`config.mk`:
```
export PLATFORM = sky130hd
export DESIGN_NAME = vram_cpu_port_flat
export DESIGN_NICKNAME = d
export VERILOG_FILES = /design/src/rtl/vram_cpu_port_if.sv /design/src/rtl/vram_cpu_port.sv /design/src/flat_wrapper.sv
export SDC_FILE = /design/constraint.sdc
export NUM_CORES = 1
export LEC_CHECK = 0
export CAP_MARGIN = 5
export CORE_UTILIZATION = 44
export DETAILED_ROUTE_END_ITERATION = 8
export GPL_TIMING_DRIVEN = 0
export PLACE_DENSITY = 0.7
export SYNTH_ARGS = -nofsm -noshare
export SYNTH_HDL_FRONTEND = slang
export SYNTH_SLANG_ARGS = --single-unit
```
`constraint.sdc`:
```
create_clock -name CLK_24M -period 7.15 [get_ports CLK_24M]
set_clock_uncertainty 0.05 [all_clocks]
set_input_delay 1.43 -clock CLK_24M [delete_from_list [all_inputs] [get_ports CLK_24M]]
set_output_delay 1.43 -clock CLK_24M [all_outputs]
set_load 0.03 [all_outputs]
```
`src/rtl/vram_cpu_port_if.sv`:
```
// ---------------------------------------------------------------------------
// vram_cpu_port_if
// Bus bundle between the 68k CPU side, the VRAM arbiter and vram_cpu_port.
//   CPU side : M68K_ADDR (register select), M68K_DATA_IN/OUT, M68K_DATA_OE,
//              nLSPWE / nLSPOE (asynchronous active-low strobes)
//   VRAM side: CPU_SLOT (access slot grant), VRAM_ADDR, VRAM_WDATA,
//              VRAM_WE / VRAM_RE (one-cycle strobes), VRAM_RDATA
//   Status   : BUSY, OVERRUN
// The slave modport is the port block itself; master is its environment.
// ---------------------------------------------------------------------------
interface vram_cpu_port_if;
  logic [1:0]  M68K_ADDR;
  logic [15:0] M68K_DATA_IN;
  logic [15:0] M68K_DATA_OUT;
  logic        M68K_DATA_OE;
  logic        nLSPWE;
  logic        nLSPOE;
  logic        CPU_SLOT;
  logic [15:0] VRAM_ADDR;
  logic [15:0] VRAM_WDATA;
  logic        VRAM_WE;
  logic        VRAM_RE;
  logic [15:0] VRAM_RDATA;
  logic        BUSY;
  logic        OVERRUN;

  modport slave (
    input  M68K_ADDR, M68K_DATA_IN, nLSPWE, nLSPOE, CPU_SLOT, VRAM_RDATA,
    output M68K_DATA_OUT, M68K_DATA_OE, VRAM_ADDR, VRAM_WDATA, VRAM_WE,
           VRAM_RE, BUSY, OVERRUN
  );

  modport master (
    output M68K_ADDR, M68K_DATA_IN, nLSPWE, nLSPOE, CPU_SLOT, VRAM_RDATA,
    input  M68K_DATA_OUT, M68K_DATA_OE, VRAM_ADDR, VRAM_WDATA, VRAM_WE,
           VRAM_RE, BUSY, OVERRUN
  );
endinterface

```
`src/rtl/vram_cpu_port.sv`:
```
// ---------------------------------------------------------------------------
// vram_cpu_port
// CPU access port into video RAM. The CPU writes three registers through
// asynchronous strobes: VRAMADDR (0, sets address and prefetches), VRAMRW
// (1, writes data at the address, then auto-increments by VRAMMOD and
// prefetches the new address) and VRAMMOD (2, increment step). Reads of
// registers 0/1 return the prefetch buffer, register 2 returns the step.
// VRAM accesses are only issued in cycles where the arbiter grants CPU_SLOT.
// Ports:
//   CLK_24M - system clock
//   RESET   - asynchronous active-high reset
//   bus     - CPU / VRAM / status signals (see vram_cpu_port_if)
// Parameters:
//   VRAMMOD_RESET - reset value of the modulo register
//   SYNC_STAGES   - synchronizer depth on nLSPWE / nLSPOE (must be >= 2)
// ---------------------------------------------------------------------------
module vram_cpu_port #(
  parameter logic [15:0] VRAMMOD_RESET = 16'h0001,
  parameter int          SYNC_STAGES   = 2
) (
  input logic            CLK_24M,
  input logic            RESET,
  vram_cpu_port_if.slave bus
);

  typedef enum logic [2:0] {
    IDLE    = 3'd0,
    WR_WAIT = 3'd1,
    WR_DO   = 3'd2,
    INC     = 3'd3,
    RD_WAIT = 3'd4,
    RD_DO   = 3'd5,
    RD_CAP  = 3'd6
  } state_e;

  state_e                 state_q, state_d;
  logic [SYNC_STAGES-1:0] we_sync_q, we_sync_d;
  logic [SYNC_STAGES-1:0] oe_sync_q, oe_sync_d;
  logic                   we_hist_q, oe_hist_q;
  logic [15:0]            addr_q, addr_d;
  logic [15:0]            mod_q, mod_d;
  logic [15:0]            wbuf_q, wbuf_d;
  logic [15:0]            rbuf_q, rbuf_d;
  logic                   hold_vld_q, hold_vld_d;
  logic [1:0]             hold_reg_q, hold_reg_d;
  logic [15:0]            hold_data_q, hold_data_d;
  logic                   overrun_q, overrun_d;
  logic                   vram_we_q, vram_re_q, busy_q, data_oe_q;

  logic                   we_fall_s, oe_fall_s, unused_s;
  logic                   ev_take_s;
  logic [1:0]             ev_reg_s;
  logic [15:0]            ev_data_s;
  logic [14:0]            addr_inc_s;
  logic [15:0]            data_out_s;

  // Strobe synchronizers: new sample enters at bit 0, oldest at the top bit.
  always_comb begin
    we_sync_d = {we_sync_q[SYNC_STAGES-2:0], bus.nLSPWE};
    oe_sync_d = {oe_sync_q[SYNC_STAGES-2:0], bus.nLSPOE};
  end

  assign we_fall_s = ~we_sync_q[SYNC_STAGES-1] & we_hist_q;
  // The read strobe edge carries no action: register reads are side-effect free.
  assign oe_fall_s = ~oe_sync_q[SYNC_STAGES-1] & oe_hist_q;
  assign unused_s  = oe_fall_s;

  // Event selection, hold register management and access sequencing.
  always_comb begin
    state_d     = state_q;
    addr_d      = addr_q;
    mod_d       = mod_q;
    wbuf_d      = wbuf_q;
    rbuf_d      = rbuf_q;
    hold_vld_d  = hold_vld_q;
    hold_reg_d  = hold_reg_q;
    hold_data_d = hold_data_q;
    overrun_d   = overrun_q;
    ev_take_s   = 1'b0;
    ev_reg_s    = 2'd0;
    ev_data_s   = 16'd0;
    addr_inc_s  = addr_q[14:0] + mod_q[14:0];

    // In IDLE the held event wins; a simultaneous new event takes its place.
    if (state_q == IDLE) begin
      if (hold_vld_q) begin
        ev_take_s = 1'b1;
        ev_reg_s  = hold_reg_q;
        ev_data_s = hold_data_q;
        if (we_fall_s) begin
          hold_reg_d  = bus.M68K_ADDR;
          hold_data_d = bus.M68K_DATA_IN;
        end else begin
          hold_vld_d = 1'b0;
        end
      end else if (we_fall_s) begin
        ev_take_s = 1'b1;
        ev_reg_s  = bus.M68K_ADDR;
        ev_data_s = bus.M68K_DATA_IN;
      end else begin
        ev_take_s = 1'b0;
      end
    end else if (we_fall_s) begin
      if (!hold_vld_q) begin
        hold_vld_d  = 1'b1;
        hold_reg_d  = bus.M68K_ADDR;
        hold_data_d = bus.M68K_DATA_IN;
      end else begin
        overrun_d = 1'b1;
      end
    end else begin
      overrun_d = overrun_q;
    end

    case (state_q)
      IDLE: begin
        if (ev_take_s) begin
          case (ev_reg_s)
            2'd0: begin
              addr_d  = ev_data_s;
              state_d = RD_WAIT;
            end
            2'd1: begin
              wbuf_d  = ev_data_s;
              state_d = WR_WAIT;
            end
            2'd2: mod_d = ev_data_s;
            default: state_d = IDLE;
          endcase
        end else begin
          state_d = IDLE;
        end
      end
      WR_WAIT: begin
        if (bus.CPU_SLOT) state_d = WR_DO;
        else              state_d = WR_WAIT;
      end
      WR_DO: state_d = INC;
      INC: begin
        // Only the low 15 bits step; bit 15 selects the VRAM half and is kept.
        addr_d  = {addr_q[15], addr_inc_s};
        state_d = RD_WAIT;
      end
      RD_WAIT: begin
        if (bus.CPU_SLOT) state_d = RD_DO;
        else              state_d = RD_WAIT;
      end
      RD_DO: state_d = RD_CAP;
      RD_CAP: begin
        rbuf_d  = bus.VRAM_RDATA;
        state_d = IDLE;
      end
      default: state_d = IDLE;
    endcase
  end

  // State, registers and registered outputs.
  always_ff @(posedge CLK_24M or posedge RESET) begin
    if (RESET) begin
      state_q     <= IDLE;
      we_sync_q   <= {SYNC_STAGES{1'b1}};
      oe_sync_q   <= {SYNC_STAGES{1'b1}};
      we_hist_q   <= 1'b1;
      oe_hist_q   <= 1'b1;
      addr_q      <= 16'h0000;
      mod_q       <= VRAMMOD_RESET;
      wbuf_q      <= 16'h0000;
      rbuf_q      <= 16'h0000;
      hold_vld_q  <= 1'b0;
      hold_reg_q  <= 2'd0;
      hold_data_q <= 16'h0000;
      overrun_q   <= 1'b0;
      vram_we_q   <= 1'b0;
      vram_re_q   <= 1'b0;
      busy_q      <= 1'b0;
      data_oe_q   <= 1'b0;
    end else begin
      state_q     <= state_d;
      we_sync_q   <= we_sync_d;
      oe_sync_q   <= oe_sync_d;
      we_hist_q   <= we_sync_q[SYNC_STAGES-1];
      oe_hist_q   <= oe_sync_q[SYNC_STAGES-1];
      addr_q      <= addr_d;
      mod_q       <= mod_d;
      wbuf_q      <= wbuf_d;
      rbuf_q      <= rbuf_d;
      hold_vld_q  <= hold_vld_d;
      hold_reg_q  <= hold_reg_d;
      hold_data_q <= hold_data_d;
      overrun_q   <= overrun_d;
      // Strobes are decoded from the next state so they line up with it.
      vram_we_q   <= (state_d == WR_DO);
      vram_re_q   <= (state_d == RD_DO);
      busy_q      <= (state_d != IDLE) | hold_vld_d;
      // Same timing as ANDing the last sync stages of the current cycle.
      data_oe_q   <= ~oe_sync_d[SYNC_STAGES-1] & we_sync_d[SYNC_STAGES-1];
    end
  end

  // Register read mux follows M68K_ADDR directly.
  always_comb begin
    data_out_s = 16'h0000;
    case (bus.M68K_ADDR)
      2'd0, 2'd1: data_out_s = rbuf_q;
      2'd2:       data_out_s = mod_q;
      default:    data_out_s = 16'h0000;
    endcase
  end

  assign bus.M68K_DATA_OUT = data_out_s;
  assign bus.M68K_DATA_OE  = data_oe_q;
  assign bus.VRAM_ADDR     = addr_q;
  assign bus.VRAM_WDATA    = wbuf_q;
  assign bus.VRAM_WE       = vram_we_q;
  assign bus.VRAM_RE       = vram_re_q;
  assign bus.BUSY          = busy_q;
  assign bus.OVERRUN       = overrun_q;

endmodule

```
`src/flat_wrapper.sv`:
```
// flat-port wrapper written by rule: the top's interface ports become plain ports
module vram_cpu_port_flat 
#(
  parameter logic [15:0] VRAMMOD_RESET = 16'h0001,
  parameter int          SYNC_STAGES   = 2
)
  (CLK_24M, RESET, bus_M68K_ADDR, bus_M68K_DATA_IN, bus_nLSPWE, bus_nLSPOE, bus_CPU_SLOT, bus_VRAM_RDATA, bus_M68K_DATA_OUT, bus_M68K_DATA_OE, bus_VRAM_ADDR, bus_VRAM_WDATA, bus_VRAM_WE, bus_VRAM_RE, bus_BUSY, bus_OVERRUN);
  vram_cpu_port_if bus_i ();
  input logic CLK_24M;
  input logic RESET;
  input wire logic [$bits(bus_i.M68K_ADDR)-1:0] bus_M68K_ADDR;
  input wire logic [$bits(bus_i.M68K_DATA_IN)-1:0] bus_M68K_DATA_IN;
  input wire logic [$bits(bus_i.nLSPWE)-1:0] bus_nLSPWE;
  input wire logic [$bits(bus_i.nLSPOE)-1:0] bus_nLSPOE;
  input wire logic [$bits(bus_i.CPU_SLOT)-1:0] bus_CPU_SLOT;
  input wire logic [$bits(bus_i.VRAM_RDATA)-1:0] bus_VRAM_RDATA;
  output wire logic [$bits(bus_i.M68K_DATA_OUT)-1:0] bus_M68K_DATA_OUT;
  output wire logic [$bits(bus_i.M68K_DATA_OE)-1:0] bus_M68K_DATA_OE;
  output wire logic [$bits(bus_i.VRAM_ADDR)-1:0] bus_VRAM_ADDR;
  output wire logic [$bits(bus_i.VRAM_WDATA)-1:0] bus_VRAM_WDATA;
  output wire logic [$bits(bus_i.VRAM_WE)-1:0] bus_VRAM_WE;
  output wire logic [$bits(bus_i.VRAM_RE)-1:0] bus_VRAM_RE;
  output wire logic [$bits(bus_i.BUSY)-1:0] bus_BUSY;
  output wire logic [$bits(bus_i.OVERRUN)-1:0] bus_OVERRUN;
  assign bus_i.M68K_ADDR = bus_M68K_ADDR;
  assign bus_i.M68K_DATA_IN = bus_M68K_DATA_IN;
  assign bus_i.nLSPWE = bus_nLSPWE;
  assign bus_i.nLSPOE = bus_nLSPOE;
  assign bus_i.CPU_SLOT = bus_CPU_SLOT;
  assign bus_i.VRAM_RDATA = bus_VRAM_RDATA;
  assign bus_M68K_DATA_OUT = bus_i.M68K_DATA_OUT;
  assign bus_M68K_DATA_OE = bus_i.M68K_DATA_OE;
  assign bus_VRAM_ADDR = bus_i.VRAM_ADDR;
  assign bus_VRAM_WDATA = bus_i.VRAM_WDATA;
  assign bus_VRAM_WE = bus_i.VRAM_WE;
  assign bus_VRAM_RE = bus_i.VRAM_RE;
  assign bus_BUSY = bus_i.BUSY;
  assign bus_OVERRUN = bus_i.OVERRUN;
  vram_cpu_port #(.VRAMMOD_RESET(VRAMMOD_RESET), .SYNC_STAGES(SYNC_STAGES)) u_core (.CLK_24M(CLK_24M), .RESET(RESET), .bus(bus_i));
endmodule
```
After elaboration in Yosys (flattened, before gate mapping):

Index checks and enable logic that the tools add are counted.
Widths: inputs -> output; s select.

* bitwise operators: 7
* muxes and demuxes: 30
* equality and inequality tests: 17
* add/subtract/negate cells: 1
* reductions and logical operators: 13

Operators by type and width (count)
* $mux 16: 9
* $pmux 16 s2: 2
* $mux 2: 9
* $pmux 3 s6: 1
* $add 15x15->15: 1
* $eq 3x3->1 const B: 4
* $reduce_and 3->1: 4
* $eq 3x2->1 const B: 3
* $pmux 3 s3: 1
* $reduce_and 4->1: 2
* $mux 1: 7
* $ne 2x2->1 const B: 3
* $eq 2x1->1 const B: 2
* $eq 2x2->1 const B: 2
* $logic_not 2->1: 2
* $ne 2x1->1 const B: 2
* $not 1->1: 4
* $reduce_bool 2->1: 2
* $eq 3x1->1 const B: 1
* $logic_not 3->1: 1
* $mux 3: 1
* $reduce_bool 3->1: 1
* $and 1x1->1: 2
* $reduce_or 2->1: 1
* $or 1x1->1: 1

* bits in registers: 95
* input port bits: 39
* word-level logic and storage cells: 85
* output and inout bits: 53

Logic depth before layout (Yosys ltp):

Gate-level depths: netlist (run 1).

* depth after elaboration: 11
* depth in mapped cells: 9
* depth with buffers taken out: 9

Worst setup path after synthesis (run 1):

OpenSTA, ideal clock, no wires.

* kind: input to output
* start point: input bus_M68K_ADDR[1]
* end point: output bus_M68K_DATA_OUT[10]
* path buffers: 2
* cell stages on the path: 5
* setup slack: 3.023 ns
* arrival: 2.647 ns
* cell sequence: clkbuf_1 nor2b_1 clkbuf_1 nand2_1 o21ai_0

* word-level cells in the longest chain between the ends: 3
* elaborated cells on any way between the ends: 5
* classes of those cells: eq/ne (2); mux (1); reduce/logical (2)

Ends and longest elaborated chain
* start, declared: RTL line flat_wrapper.sv:11 `input wire logic [$bits(bus_i.M68K_ADDR)-1:0] bus_M68K_ADDR;`
* $eq 2x1->1 or $logic_not 2->1 (tied branches): RTL line vram_cpu_port.sv:203 `case (bus.M68K_ADDR)`
* $reduce_or 2->1: RTL line vram_cpu_port.sv:203
* $pmux 16 s2 (*): RTL line vram_cpu_port.sv:203
* end, declared: RTL line flat_wrapper.sv:17 `output wire logic [$bits(bus_i.M68K_DATA_OUT)-1:0] bus_M68K_DATA_OUT;`

Every way passes the cells marked *; elsewhere a longest branch is shown, timed or not.

Final worst setup path (run 1):

* start point: input bus_M68K_ADDR[1]
* end point: output bus_M68K_DATA_OUT[9]

The elaborated chain is that of the path after synthesis.

==> results.toml, run 1 <==
[outcome]
status = "completed"

[route]
routed_wl_mm = 11.8
num_vias = 3843
drt_iter0_drc = 217
remaining_drc_errors = 0
ant_nets = 0
post_drt_wl_per_cell_um = 16.4
viasPerCell = 5.34
firstDrtPassIters = 4

[final_layout]
final_common_cell = "clkdlybuf4s50_1"
drive_gt1_share_pct = 13.4
diodes = 0
post_layout_nonfiller_instances = 720
area_growth_pct = 27.4
layout_common_cells = "clkdlybuf4s50_1, dfrtp_1, nand2_1"
nNetsFinal = 633

[synthesis]
yosysUniqueCellTypes = 50
synthArstFlopShare_pct = 100
synth_flop_cell = "dfrtp_1"
yosys_warnings = 0
synth_nets = 530
synth-seq-cells = 95
synth_edf_count = 0
syn_area_um2 = 4740
synth_area_per_cell_um2 = 9.95
synthCells = 476
synth-seq-area-share_pct = 50.3

[clock_tree]
path_clk_slew_ps = 100
clockRootBuffer = "clkbuf_8"
clockBufferDepth = 2
numCtsBuffers = 9
cts_tree = "yes"
cts-resized-gates = 0
htreeDepth = 3
clock-sinks = 95
post-cts-setup-buffer-count = 0
clock_latency_ps = 370
cts_hold_buf = 0

[placement]
dpl_worst_slack_ps = 1670
dpl.cell_count = 704
place_congestion = 0.851
port_buffers = 91
hpwlAfterDp_mm = 8.80

[setup_path]
cp_slowest_cell = "clkdlybuf4s50_1"
setup.worst_path.end_class = "output port"
cp.required_ps = 5670
crit_chain = "clkdlybuf4s50_1 > clkbuf_1 > nor2b_1 > clkbuf_1 > nand2_1 > o21ai_0 > clkdlybuf4s50_1"
ff2ff_path_depth = 7
max_stage_delay_ps = 700
cp.depth = 7
critPathTopFamily = "buffers and inverters"
worstPathMaxFanout = 10
cp-start-kind = "primary input"
cp.arrival_ps = 3970
critPathBufInv = 4
criticalPathCategory = "in -> out"

[timing]
slew_headroom_pct = 60.5
worstMarginPinSlew_ps = 593
hold_viol = 0
tns_ps = 0
min_period_ps = 5450
whs_ps = 317
setup_viol = 0
fin_ws_ps = 1700
rsz0062_at_grt = "no"
max_freq_ghz = 0.184
report.final.slew_viol_count = 0
finalCritPeriodShare_pct = 76.2

[global_routing]
grt_start_max_net_pins = 73
grt_pass1_wl_mm = 19.4
first_global_vias = 3831
antenna_found_initial = 0
grt_use_total_pct = 22.5
grt-ovfl-total = 0

[die]
placementRows = 37
die-area_um2 = 11200
dieWidth_um = 106
core_area_um2 = 10400
floorplan.initialDensity_pct = 45.7
die_h_um = 106
ios = 92

[power_and_ir_drop]
power.share.sequential_pct = 33.6
p_per_area_nw_per_um2 = 477
intPower_w = 0.00162
ir_drop_mv = 0.291
comb_power_share_pct = 54.4
switching_share_pct = 43.9
clock_power_share_pct = 12.0
leakage_nw = 2.59
switchingPower_w = 0.00126

[hold_path]
worstHoldPathType = "reg -> reg"
hold_path_depth = 0

[flow_run]
timing.max_cap.violations = 0
## metrics by stage
step | util (%) | cell area [um2] | total power [W]
5_1_grt | 58.2 | 6040 | 0.00308
2_1_floorplan | - | 4740 | 0.00200
3_3_place_gp | 56.1 | 5820 | 0.00249
6_report | 58.2 | 6040 | 0.00288
3_5_place_dp | 56.4 | 5850 | 0.00253
4_1_cts | 58.2 | 6040 | 0.00289
## worst register-to-register path: stages (launching register included)
cell and delay (ps):
dfrtp_1 380, buf_6 130, or3_1 360, buf_2 190, xnor2_1 150, nor2_2 360
buf_2 370, mux2_2 380
## path summary, 6_finish.rpt
kind,end,slack (ps),from
worst max-delay path,bus_M68K_DATA_OUT[9],1700,bus_M68K_ADDR[1]
worst min-delay path,u_core.we_sync_q[1]$_DFF_PP1_,320,u_core.we_sync_q[0]$_DFF_PP1_
worst max register to register,u_core.hold_data_q[10]$_DFFE_PP0P_,4670,u_core.state_q[2]$_DFF_PP0_
worst min register to register,u_core.we_sync_q[1]$_DFF_PP1_,320,u_core.we_sync_q[0]$_DFF_PP1_
max in group asynchronous,u_core.oe_sync_q[0]$_DFF_PP1_,5020,RESET
min in group asynchronous,u_core.rbuf_q[3]$_DFFE_PP0N_,1330,RESET
## power groups by stage
| stage | sequential, W | combinational, W | clock (W) |
|---|---|---|---|
| after floorplan | 0.00112 | 0.000884 | 0 |
| after global placement | 0.000964 | 0.00153 | 0 |
| after detailed placement | 0.000973 | 0.00156 | 0 |
| after CTS | 0.000966 | 0.00157 | 0.000351 |
| after global routing | 0.00100 | 0.00171 | 0.000370 |
| final | 0.000968 | 0.00157 | 0.000345 |
## layer usage
layer / wire length, um / share of wire [%] / global-route usage (%) / up-vias
met5: 0 / 0 / 0 / -
met4: 256 / 2.2 / 8.43 / 0
met3: 408 / 3.5 / 2.47 / 18
met2: 5700 / 48 / 36.4 / 75
met1: 5460 / 46 / 31.3 / 1891
li1: - / - / - / 1859
## final cells by class
class	instances	area (um2)
Buffer	26	128
Multi-Input combinational cell	330	2130
Clock inverter	6	51.3
Fill cell	950	4330
Timing Repair Buffer	92	938
Sequential cell	95	2380
Inverter	25	96.3
Clock buffer	10	138
Tap cell	136	170
## synthesized netlist by cell type, types with 2 or more instances
cell / number / share of area, %
dfrtp_1: 90 / 48
nand2_1: 52 / 4.1
o21ai_0: 48 / 5.1
a21oi_1: 45 / 4.8
nor2_1: 40 / 3.2
mux2_2: 36 / 8.6
inv_1: 25 / 2.0
ha_1: 14 / 3.7
clkbuf_1: 11 / 0.87
o211ai_1: 10 / 1.6
a211o_1: 9 / 1.7
buf_2: 9 / 0.95
nor3b_1: 9 / 1.4
xor2_1: 7 / 1.3
a21o_1: 6 / 0.95
xnor2_1: 6 / 1.1
dfstp_2: 5 / 2.8
nand2b_1: 4 / 0.53
nand3_1: 4 / 0.42
nor2b_1: 4 / 0.53
a31oi_1: 3 / 0.40
and3_1: 3 / 0.40
buf_1: 3 / 0.24
buf_6: 2 / 0.48
nand3b_1: 2 / 0.32
nand4_1: 2 / 0.26
nor3_1: 2 / 0.21
o21ai_1: 2 / 0.21
o22ai_1: 2 / 0.26
## registers in the layout (all words and copies together) (netlist names)
register	flops
u_core.bus.VRAM_ADDR	16
u_core.bus.VRAM_WDATA	16
u_core.hold_data_q	16
u_core.mod_q	16
u_core.rbuf_q	16
u_core.state_q	3
u_core.hold_reg_q	2
u_core.we_sync_q	2
u_core.bus.BUSY	1
u_core.bus.M68K_DATA_OE	1
u_core.bus.OVERRUN	1
u_core.bus.VRAM_RE	1
u_core.bus.VRAM_WE	1
u_core.hold_vld_q	1
u_core.oe_sync_q	1
u_core.we_hist_q	1
## cell families after synthesis
kind of cell,count (synthesis),share of synthesized area [%]
flops,95,50.3
compound gates,133,16.6
fa+ha+maj,16,4.36
xor+xnor,13,2.40
simple gates,131,12.9
buf+inv,51,4.67
mux,37,8.77
(Power assumes the default switching activity.)
==> run 2, diff against run 1 <==
- PLACE_DENSITY: 0.7 -> 0.72
- clock period: 7.15 -> 4.95 ns (I/O delays scaled with it)
==> run 2 against run 1 <==
Net effect: non-clock buffer count unchanged; final cell count unchanged; clock power up 46%; critical path type unchanged; largest power group unchanged.
==> results.toml, run 2 (synthesis results as in run 1) <==
[outcome]
status = "completed"

[setup_path]
reg2reg_to = "u_core.bus.VRAM_ADDR[14]$_DFFE_PP0P_"
worstPathMaxFanout = 10
rr_startpoint = "u_core.mod_q[0]$_DFFE_PP1P_"
criticalPathCategory = "in -> out"
rrSetupSlack_ps = 2430
cp.required_ps = 3910
ff2ff_path_depth = 9
cp-start-kind = "primary input"
setup.worst_path.end_class = "output port"
cp.arrival_ps = 3570

[route]
drt_iter0_drc = 181
routed_wl_mm = 12.1
post_drt_wl_per_cell_um = 16.8
num_vias = 3903
ant_nets = 0
firstDrtPassIters = 5
viasPerCell = 5.42
remaining_drc_errors = 0

[power_and_ir_drop]
p_per_area_nw_per_um2 = 692
comb_power_share_pct = 54.5
switching_share_pct = 43.4
power.share.sequential_pct = 33.5
leakage_nw = 2.59
clock_power_share_pct = 12.1
ir_drop_mv = 0.349
power.total_w = 0.00418
intPower_w = 0.00236
switchingPower_w = 0.00181

[timing]
tns_ps = 0
max_freq_ghz = 0.217
whs_ps = 323
finalCritPeriodShare_pct = 93.2
fin_ws_ps = 338
report.final.slew_viol_count = 0
slew_headroom_pct = 59.2
rsz0062_at_grt = "no"
setup_viol = 0
hold_viol = 0
min_period_ps = 4610
worstMarginPinSlew_ps = 612

[global_routing]
antenna_found_initial = 0
grt-ovfl-total = 0
grt_pass1_wl_mm = 19.8
grt_use_total_pct = 22.8
grt_start_max_net_pins = 71
first_global_vias = 3924

[hold_path]
hold_path_depth = 0
holdCritStartpoint = "u_core.we_sync_q[0]$_DFF_PP1_"
hold_path_end = "u_core.we_sync_q[1]$_DFF_PP1_"
worstHoldPathType = "reg -> reg"

[placement]
place_congestion = 0.911
dpl_worst_slack_ps = 325
hpwlAfterDp_mm = 9.08
port_buffers = 91

[clock_tree]
clock_latency_ps = 350
cts-resized-gates = 0
clockBufferDepth = 2
path_clk_slew_ps = 90
cts_tree = "yes"
post-cts-setup-buffer-count = 0
numCtsBuffers = 9
clock-sinks = 95
clockRootBuffer = "clkbuf_8"
cts_hold_buf = 0
htreeDepth = 3

[die]
die_h_um = 106
core_area_um2 = 10400
dieWidth_um = 106
die-area_um2 = 11200
ios = 92
floorplan.initialDensity_pct = 45.7
placementRows = 37

[final_layout]
area_growth_pct = 27.4
layout_common_cells = "clkdlybuf4s50_1, dfrtp_1, nand2_1"
drive_gt1_share_pct = 13.2
multi_input_area_um2 = 2130
final_common_cell = "clkdlybuf4s50_1"
nFillCells = 907
nNetsFinal = 633
diodes = 0
regArea_um2 = 2380

[flow_run]
timing.max_cap.violations = 0
run 2: cell types whose count changed in the layout (fill, tap and decap cells not counted), sizes merged:
cell,previous run,this run
inv,28,25
clkinv,0,4
clkinvlp,3,1
bufinv,0,1
run 2: power by group through the flow:
| stage | clock [W] | combinational [W] | sequential [W] |
|---|---|---|---|
| 6_report | 0.000505 | 0.00228 | 0.00140 |
| 5_1_grt | 0.000543 | 0.00248 | 0.00144 |
| 4_1_cts | 0.000518 | 0.00228 | 0.00139 |
| 3_5_place_dp | 0 | 0.00226 | 0.00141 |
| 3_3_place_gp | 0 | 0.00220 | 0.00139 |
| 2_1_floorplan | 0 | 0.00128 | 0.00162 |
run 2: worst max-delay path by stage:
| stage | to | startpoint | slack [ps] | cells after the start |
|---|---|---|---|---|
| 2_1_floorplan | u_core.bus.BUSY$_DFF_PP0_ | RESET | 1440 | 1 |
| 3_3_place_gp | u_core.bus.VRAM_WE$_DFF_PP0_ | RESET | -50 | 2 |
| 3_5_place_dp | bus_M68K_DATA_OUT[13] | bus_M68K_ADDR[1] | 320 | 7 |
| 4_1_cts | bus_M68K_DATA_OUT[13] | bus_M68K_ADDR[1] | 330 | 7 |
| 5_1_grt | bus_M68K_DATA_OUT[13] | bus_M68K_ADDR[1] | 90 | 7 |
| 6_report | bus_M68K_DATA_OUT[7] | bus_M68K_ADDR[1] | 340 | 7 |
run 2: layout make-up:
cell class              count  share of cell area [%]
well taps                 136                    2.82
inverters                  25                    1.60
clock buffers              10                    2.11
clock inverters             6                    1.02
flip-flops and latches     95                    39.5
repair buffers             92                    15.5
multi-input cells         330                    35.3
plain buffers              26                    2.11
run 2: routing by layer:
layer / up-vias / track usage (%) / part of all wire (%)
met3: 18 / 2.54 / 3.8
met2: 90 / 36.7 / 48
met5: - / 0 / 0
li1: 1858 / - / -
met4: 0 / 8.73 / 2.3
met1: 1937 / 31.6 / 46
run 2: per-stage QoR:
| step | utilization [%] | std cells | instance area [um2] |
|---|---|---|---|
| after floorplan | - | 476 | 4740 |
| after global placement | 56.1 | 703 | 5820 |
| after detailed placement | 56.4 | 704 | 5850 |
| after CTS | 58.2 | 720 | 6040 |
| after global routing | 58.2 | 720 | 6040 |
| final | 58.2 | 720 | 6040 |
run 2: worst max-delay path, cell delays in order:
cell	delay, ps
clkdlybuf4s50_1	530
clkbuf_1	370
nor2b_1	410
clkbuf_1	370
nand2_1	110
o21ai_0	100
clkdlybuf4s50_1	700
==> RTL edit 1 (flow settings as in run 2) <==
Reset style: synchronous (`RESET`), changed in one clocked block. Comments in the files are not updated.
--- a/src/rtl/vram_cpu_port.sv
+++ b/src/rtl/vram_cpu_port.sv
@@ -157,3 +157,3 @@
   // State, registers and registered outputs.
-  always_ff @(posedge CLK_24M or posedge RESET) begin
+  always_ff @(posedge CLK_24M) begin
     if (RESET) begin
Check against the original RTL: differs if RESET is asserted again (counterexample within 4 cycles, from zero or initial values and one cycle with RESET high); with RESET held inactive, the same outputs for 10 cycles.
==> RTL edit 1 against run 2 <==
  * Sequential share of layout area fell by 7.7 points
  * Synthesized area fell by 0.18%
  * Wire length rose by 11%
  * Design area fell by 0.85%
  * Setup slack improved by 1000 ps
  * Final cell count rose by 15%
  * Sequential cell count did not move
  * Count of clock-buffer cells in the layout did not move
  * Largest cell class is now multi-input combinational cells
  * Highest routed layer unchanged
Power is not compared: it rests on default switching activity, and its combinational part moved more than twofold at a synthesized area within 25%.
==> RTL edit 1: results (changes against run 2) <==
[clocking]
h-tree-depth=3  ; unchanged
post_cts_buffers=0  ; unchanged
path_clk_slew_ps=90  ; about the same
numCtsBuffers=9  ; unchanged
clk_latency_ps=380  ; was 350 ps
clockBufferDepth=2  ; unchanged
clock-root-buffer=clkbuf_8  ; unchanged
cts-resized-gates=0  ; unchanged

[route]
wl_met1_mm=6.25  ; was 5.52 mm
drtIter0Drc=345  ; was 181
wl_met2_mm=6.00  ; was 5.86 mm
met3_length_um=965  ; was 467 um
first_pass_iters=6  ; was 5
wl_mm=13.5  ; was 12.1 mm
top_layer=met4  ; unchanged
vias=4624  ; was 3903

[global_routing]
grt_max_degree=17  ; was 71
grt_pass1_vias=4264  ; was 3924
met3_usage_pct=4.95  ; was 2.54%
gr-usage-met2_pct=38.7  ; was 36.7%
use_met1_pct=30.7  ; was 31.6%
antenna_found_initial=0  ; unchanged
track_usage_pct=23.6  ; was 22.8%
grt_pass1_wl_mm=20.6  ; was 19.8 mm

[critical_path]
crit_family=buffers and inverters  ; unchanged
worstPathMaxFanout=10  ; unchanged
worstPathArrival_ps=2530  ; was 3570 ps
critPathSlowestCell=clkdlybuf4s50_1  ; unchanged
slowest_delay_ps=700  ; about the same
r2r_setup_slack_ps=2560  ; was 2430 ps

[yosys]
synthTopCellsByArea=dfxtp_1, mux2i_1, nor2_1  ; was dfrtp_1, mux2_2, o21ai_0
seq_area_frac_synth_pct=40.2  ; was 50.3%
yosysUniqueCellTypes=45  ; was 50
synthTopCellsByCount=dfxtp_1, nor2_1, nand2_1  ; was dfrtp_1, nand2_1, o21ai_0
yosysWarnings=0  ; unchanged
avgSynthCellArea_um2=8.04  ; was 9.95 um^2
ys_async_sr_fraction_pct=0  ; was 100%
ys.flop_type=dfxtp_1  ; was dfrtp_1
yosys.area.top_type_share_pct=40.2  ; was 47.5%
syn_nets=642  ; was 530

[place]
dpl_cell_area_um2=5780  ; was 5850 um^2
routabilityCongestion=0.924  ; was 0.911
dpl.hpwl_mm=10.1  ; was 9.08 mm
placed_cells=812  ; was 704
portBuffers=88  ; was 91

[power]
p_sw_mw=0.402
irDropWorstVdd_mv=0.138
leakage_nw=1.99

[sta]
worstMarginPinSlew_ps=703  ; was 612 ps

[layout]
antenna_cells=0  ; unchanged
layout.nets=741  ; was 633
drive_gt1_share_pct=5.64  ; was 13.2%
final_cells=828  ; was 720

[outcome]
status=finished clean  ; unchanged

[min_path]
hp-class=reg2reg  ; unchanged

[RTL edit 1: kinds of logic after synthesis]
kind of cell               synth area share, %
xor gates and xnor gates                  1.85
buffers and inverters                     6.11
and+or+nand+nor                           18.3
adders and majority gates                 4.13
AOI/OAI and AO/OA                         21.8
DFF                                       40.2
muxes                                     7.65
[RTL edit 1: worst paths after layout]
path                                       start                                  to  cells past startpoint
setup / recovery                bus_M68K_ADDR[1]                bus_M68K_DATA_OUT[8]                      5
hold reg to reg   u_core.oe_sync_q[0]$_SDFF_PP1_  u_core.bus.M68K_DATA_OE$_SDFF_PP0_                      1
setup reg to reg    u_core.state_q[1]$_SDFF_PP0_   u_core.hold_reg_q[0]$_SDFFE_PP0P_                      7
hold / removal    u_core.oe_sync_q[0]$_SDFF_PP1_  u_core.bus.M68K_DATA_OE$_SDFF_PP0_                      1
[RTL edit 1: power groups by stage]
stage          Clock, mW  Combinational [mW]  Sequential, mW
3_5_place_dp           0               0.184           0.809
2_1_floorplan          0              0.0891           0.823
6_report           0.533               0.186           0.791
4_1_cts            0.539               0.185           0.791
3_3_place_gp           0               0.181           0.808
5_1_grt            0.569               0.200           0.793
[RTL edit 1: through the flow]
| stage | hold slack [ps] | power, mW | util [%] | setup slack, ps |
|---|---|---|---|---|
| after floorplan | 323 | 0.912 | - | 1940 |
| after global placement | 327 | 0.989 | 55.7 | 1400 |
| after detailed placement | 333 | 0.993 | 55.7 | 1390 |
| after CTS | 345 | 1.52 | 57.7 | 1380 |
| after global routing | 374 | 1.56 | 57.7 | 1240 |
| final | 354 | 1.51 | 57.7 | 1380 |
[RTL edit 1: final cells by class]
class,count,area [um^2]
tap,136,170
inverter,28,105
fill,961,4380
clock buffer,10,138
buffer,43,184
clock inverter,6,68.8
multi-input combinational,422,2540
sequential,95,1900
timing repair buffer,88,881
==> RTL edit 2 (flow settings as in run 2) <==
Made on the original files. `SYNC_STAGES` is set to 2 in 2 places; all go to 4. Comments in the files are not updated.
--- a/src/rtl/vram_cpu_port.sv
+++ b/src/rtl/vram_cpu_port.sv
@@ -18,3 +18,3 @@
   parameter logic [15:0] VRAMMOD_RESET = 16'h0001,
-  parameter int          SYNC_STAGES   = 2
+  parameter int          SYNC_STAGES   = 4
 ) (
--- a/src/flat_wrapper.sv
+++ b/src/flat_wrapper.sv
@@ -4,3 +4,3 @@
   parameter logic [15:0] VRAMMOD_RESET = 16'h0001,
-  parameter int          SYNC_STAGES   = 2
+  parameter int          SYNC_STAGES   = 4
 )
Check against the original RTL: not equivalent (Yosys sat finds a counterexample within 4 cycles, from zero or initial values and one cycle with RESET high).
==> RTL edit 2 against run 2 <==
  * Setup slack gained 430 ps
  * Power grew 4.8%
  * Synthesized area grew 3.8%
  * Count of clock-buffer cells in the layout grew 3
  * Sequential cell count grew 4
  * Wire length grew 1.8%
  * Design area grew 3.3%
  * Critical path depth shrank 1
  * Utilization shrank 0.94 points
==> RTL edit 2: results (changes against run 2) <==
[outcome]
status=finished clean  ; unchanged

[route]
detail_route.vias_per_cell=5.41  ; was 5.42
routedWlPerCell_um=17.3  ; was 16.8 um
drtIter0Drc=216  ; was 181
vias=3871  ; was 3903
first_pass_iters=4  ; was 5

[critical_path]
crit_path_end_kind=primary output  ; unchanged
rr_worst_depth=9  ; unchanged
r2r_setup_slack_ps=2370  ; was 2430 ps
r2r_end=u_core.bus.VRAM_ADDR[12]$_DFFE_PP0P_  ; was u_core.bus.VRAM_ADDR[14]$_DFFE_PP0P_
worstPathMaxFanout=10  ; unchanged
cp-startpoint=bus_M68K_ADDR[1]  ; unchanged
worstPathArrival_ps=3150  ; was 3570 ps
cp-endpoint=bus_M68K_DATA_OUT[8]  ; was bus_M68K_DATA_OUT[7]
regToRegStartpoint=u_core.mod_q[0]$_DFFE_PP1P_  ; unchanged

[place]
dpl.hpwl_mm=9.43  ; was 9.08 mm
dp_slack_ps=749  ; was 325 ps
portBuffers=91  ; unchanged
routabilityCongestion=0.842  ; was 0.911
dpl_cell_area_um2=6030  ; was 5850 um^2
placed_cells=701  ; was 704

[yosys]
synthTopCellsByCount=dfrtp_1, o21ai_0, nand2_1  ; was dfrtp_1, nand2_1, o21ai_0
synth_compound_area_share_pct=16.3  ; was 16.6%
seq_area_frac_synth_pct=50.6  ; was 50.3%
yosysUniqueCellTypes=53  ; was 50
synthTopCellsByArea=dfrtp_1, mux2_2, o21ai_0  ; unchanged
ys_async_sr_fraction_pct=100  ; unchanged
syn_nets=523  ; was 530
synth-adder-area-share_pct=3.97  ; was 4.36%
synthMuxAreaShare_pct=11.8  ; was 8.77%
yosysWarnings=0  ; unchanged
avgSynthCellArea_um2=10.5  ; was 9.95 um^2
synth-xor-area-share_pct=2.14  ; was 2.40%

[clocking]
clk_latency_ps=370  ; was 350 ps
path_clk_slew_ps=90  ; about the same
cts-resized-gates=0  ; unchanged
numCtsBuffers=9  ; unchanged
clockBufferDepth=2  ; unchanged
clock-root-buffer=clkbuf_8  ; unchanged
post_cts_buffers=0  ; unchanged
h-tree-depth=3  ; unchanged

[sta]
finalHoldWorstSlack_ps=309  ; was 323 ps
clock.fmax_mhz=239  ; was 217 MHz
relSlewSlack_pct=49.3  ; was 59.2%

[layout]
antenna_cells=0  ; unchanged
layout.nets=626  ; was 633
drive_gt1_share_pct=13.2  ; about the same

[power]
irDropWorstVdd_mv=0.282  ; was 0.349 mV
leakage_nw=2.62  ; was 2.59 nW

[min_path]
hp-class=reg2reg  ; unchanged
hp-start=u_core.oe_sync_q[1]$_DFF_PP1_  ; was u_core.we_sync_q[0]$_DFF_PP1_
worst_hold_path.num_cells=0  ; unchanged
worstHoldEndpoint=u_core.oe_sync_q[2]$_DFF_PP1_  ; was u_core.we_sync_q[1]$_DFF_PP1_

[global_routing]
antenna_found_initial=0  ; unchanged
track_usage_pct=23.3  ; was 22.8%
grt_max_degree=55  ; was 71
grt_pass1_vias=3969  ; was 3924
grt_pass1_wl_mm=20.3  ; was 19.8 mm

[RTL edit 2: cell count changes after synthesis, sizes merged, moves of 5 or more]
cell and change:
a211o -8, o211ai +5, a22oi +17, buf -5, nor2 -15, nor3b -7
a21oi -20, mux2i +17
[RTL edit 2: where the power goes]
group | internal, mW | total, mW | switching [mW]
Sequential | 1.18 | 1.49 | 0.311
Combinational | 1.05 | 2.34 | 1.29
Clock | 0.272 | 0.544 | 0.273
[RTL edit 2: critical path, stage by stage]
cell and delay (ps):
clkdlybuf4s50_1 530, nor2b_1 350, clkbuf_1 360, nand2_1 100
o21ai_0 110, clkdlybuf4s50_1 710
[RTL edit 2: cell families (layout without fill, tap and decap cells)]
kind of cell | after synthesis | in the layout
AO/OA/AOI/OAI | 131 | 131
AND/OR/NAND/NOR | 110 | 110
flip-flops | 99 | 99
multiplexers | 52 | 52
buffers and inverters | 50 | 157
adder cells (fa/ha/maj) | 15 | 15
XOR/XNOR | 12 | 12
[RTL edit 2: final cells by class]
type,count,area [um^2]
Inverter,25,96.3
Multi-Input combinational cell,320,2200
Sequential cell,99,2490
Timing Repair Buffer,92,938
Tap cell,140,175
Buffer,25,134
Clock inverter,2,33.8
Clock buffer,13,169
Fill cell,944,4650
[RTL edit 2: per-layer routing]
metal | GRT usage (%) | vias to the layer above | routed length (um)
li1 | - | 1860 | -
met1 | 31.4 | 1878 | 5550
met2 | 37.0 | 118 | 5750
met3 | 4.06 | 15 | 857
met4 | 9.78 | 0 | 196
met5 | 0 | - | 0
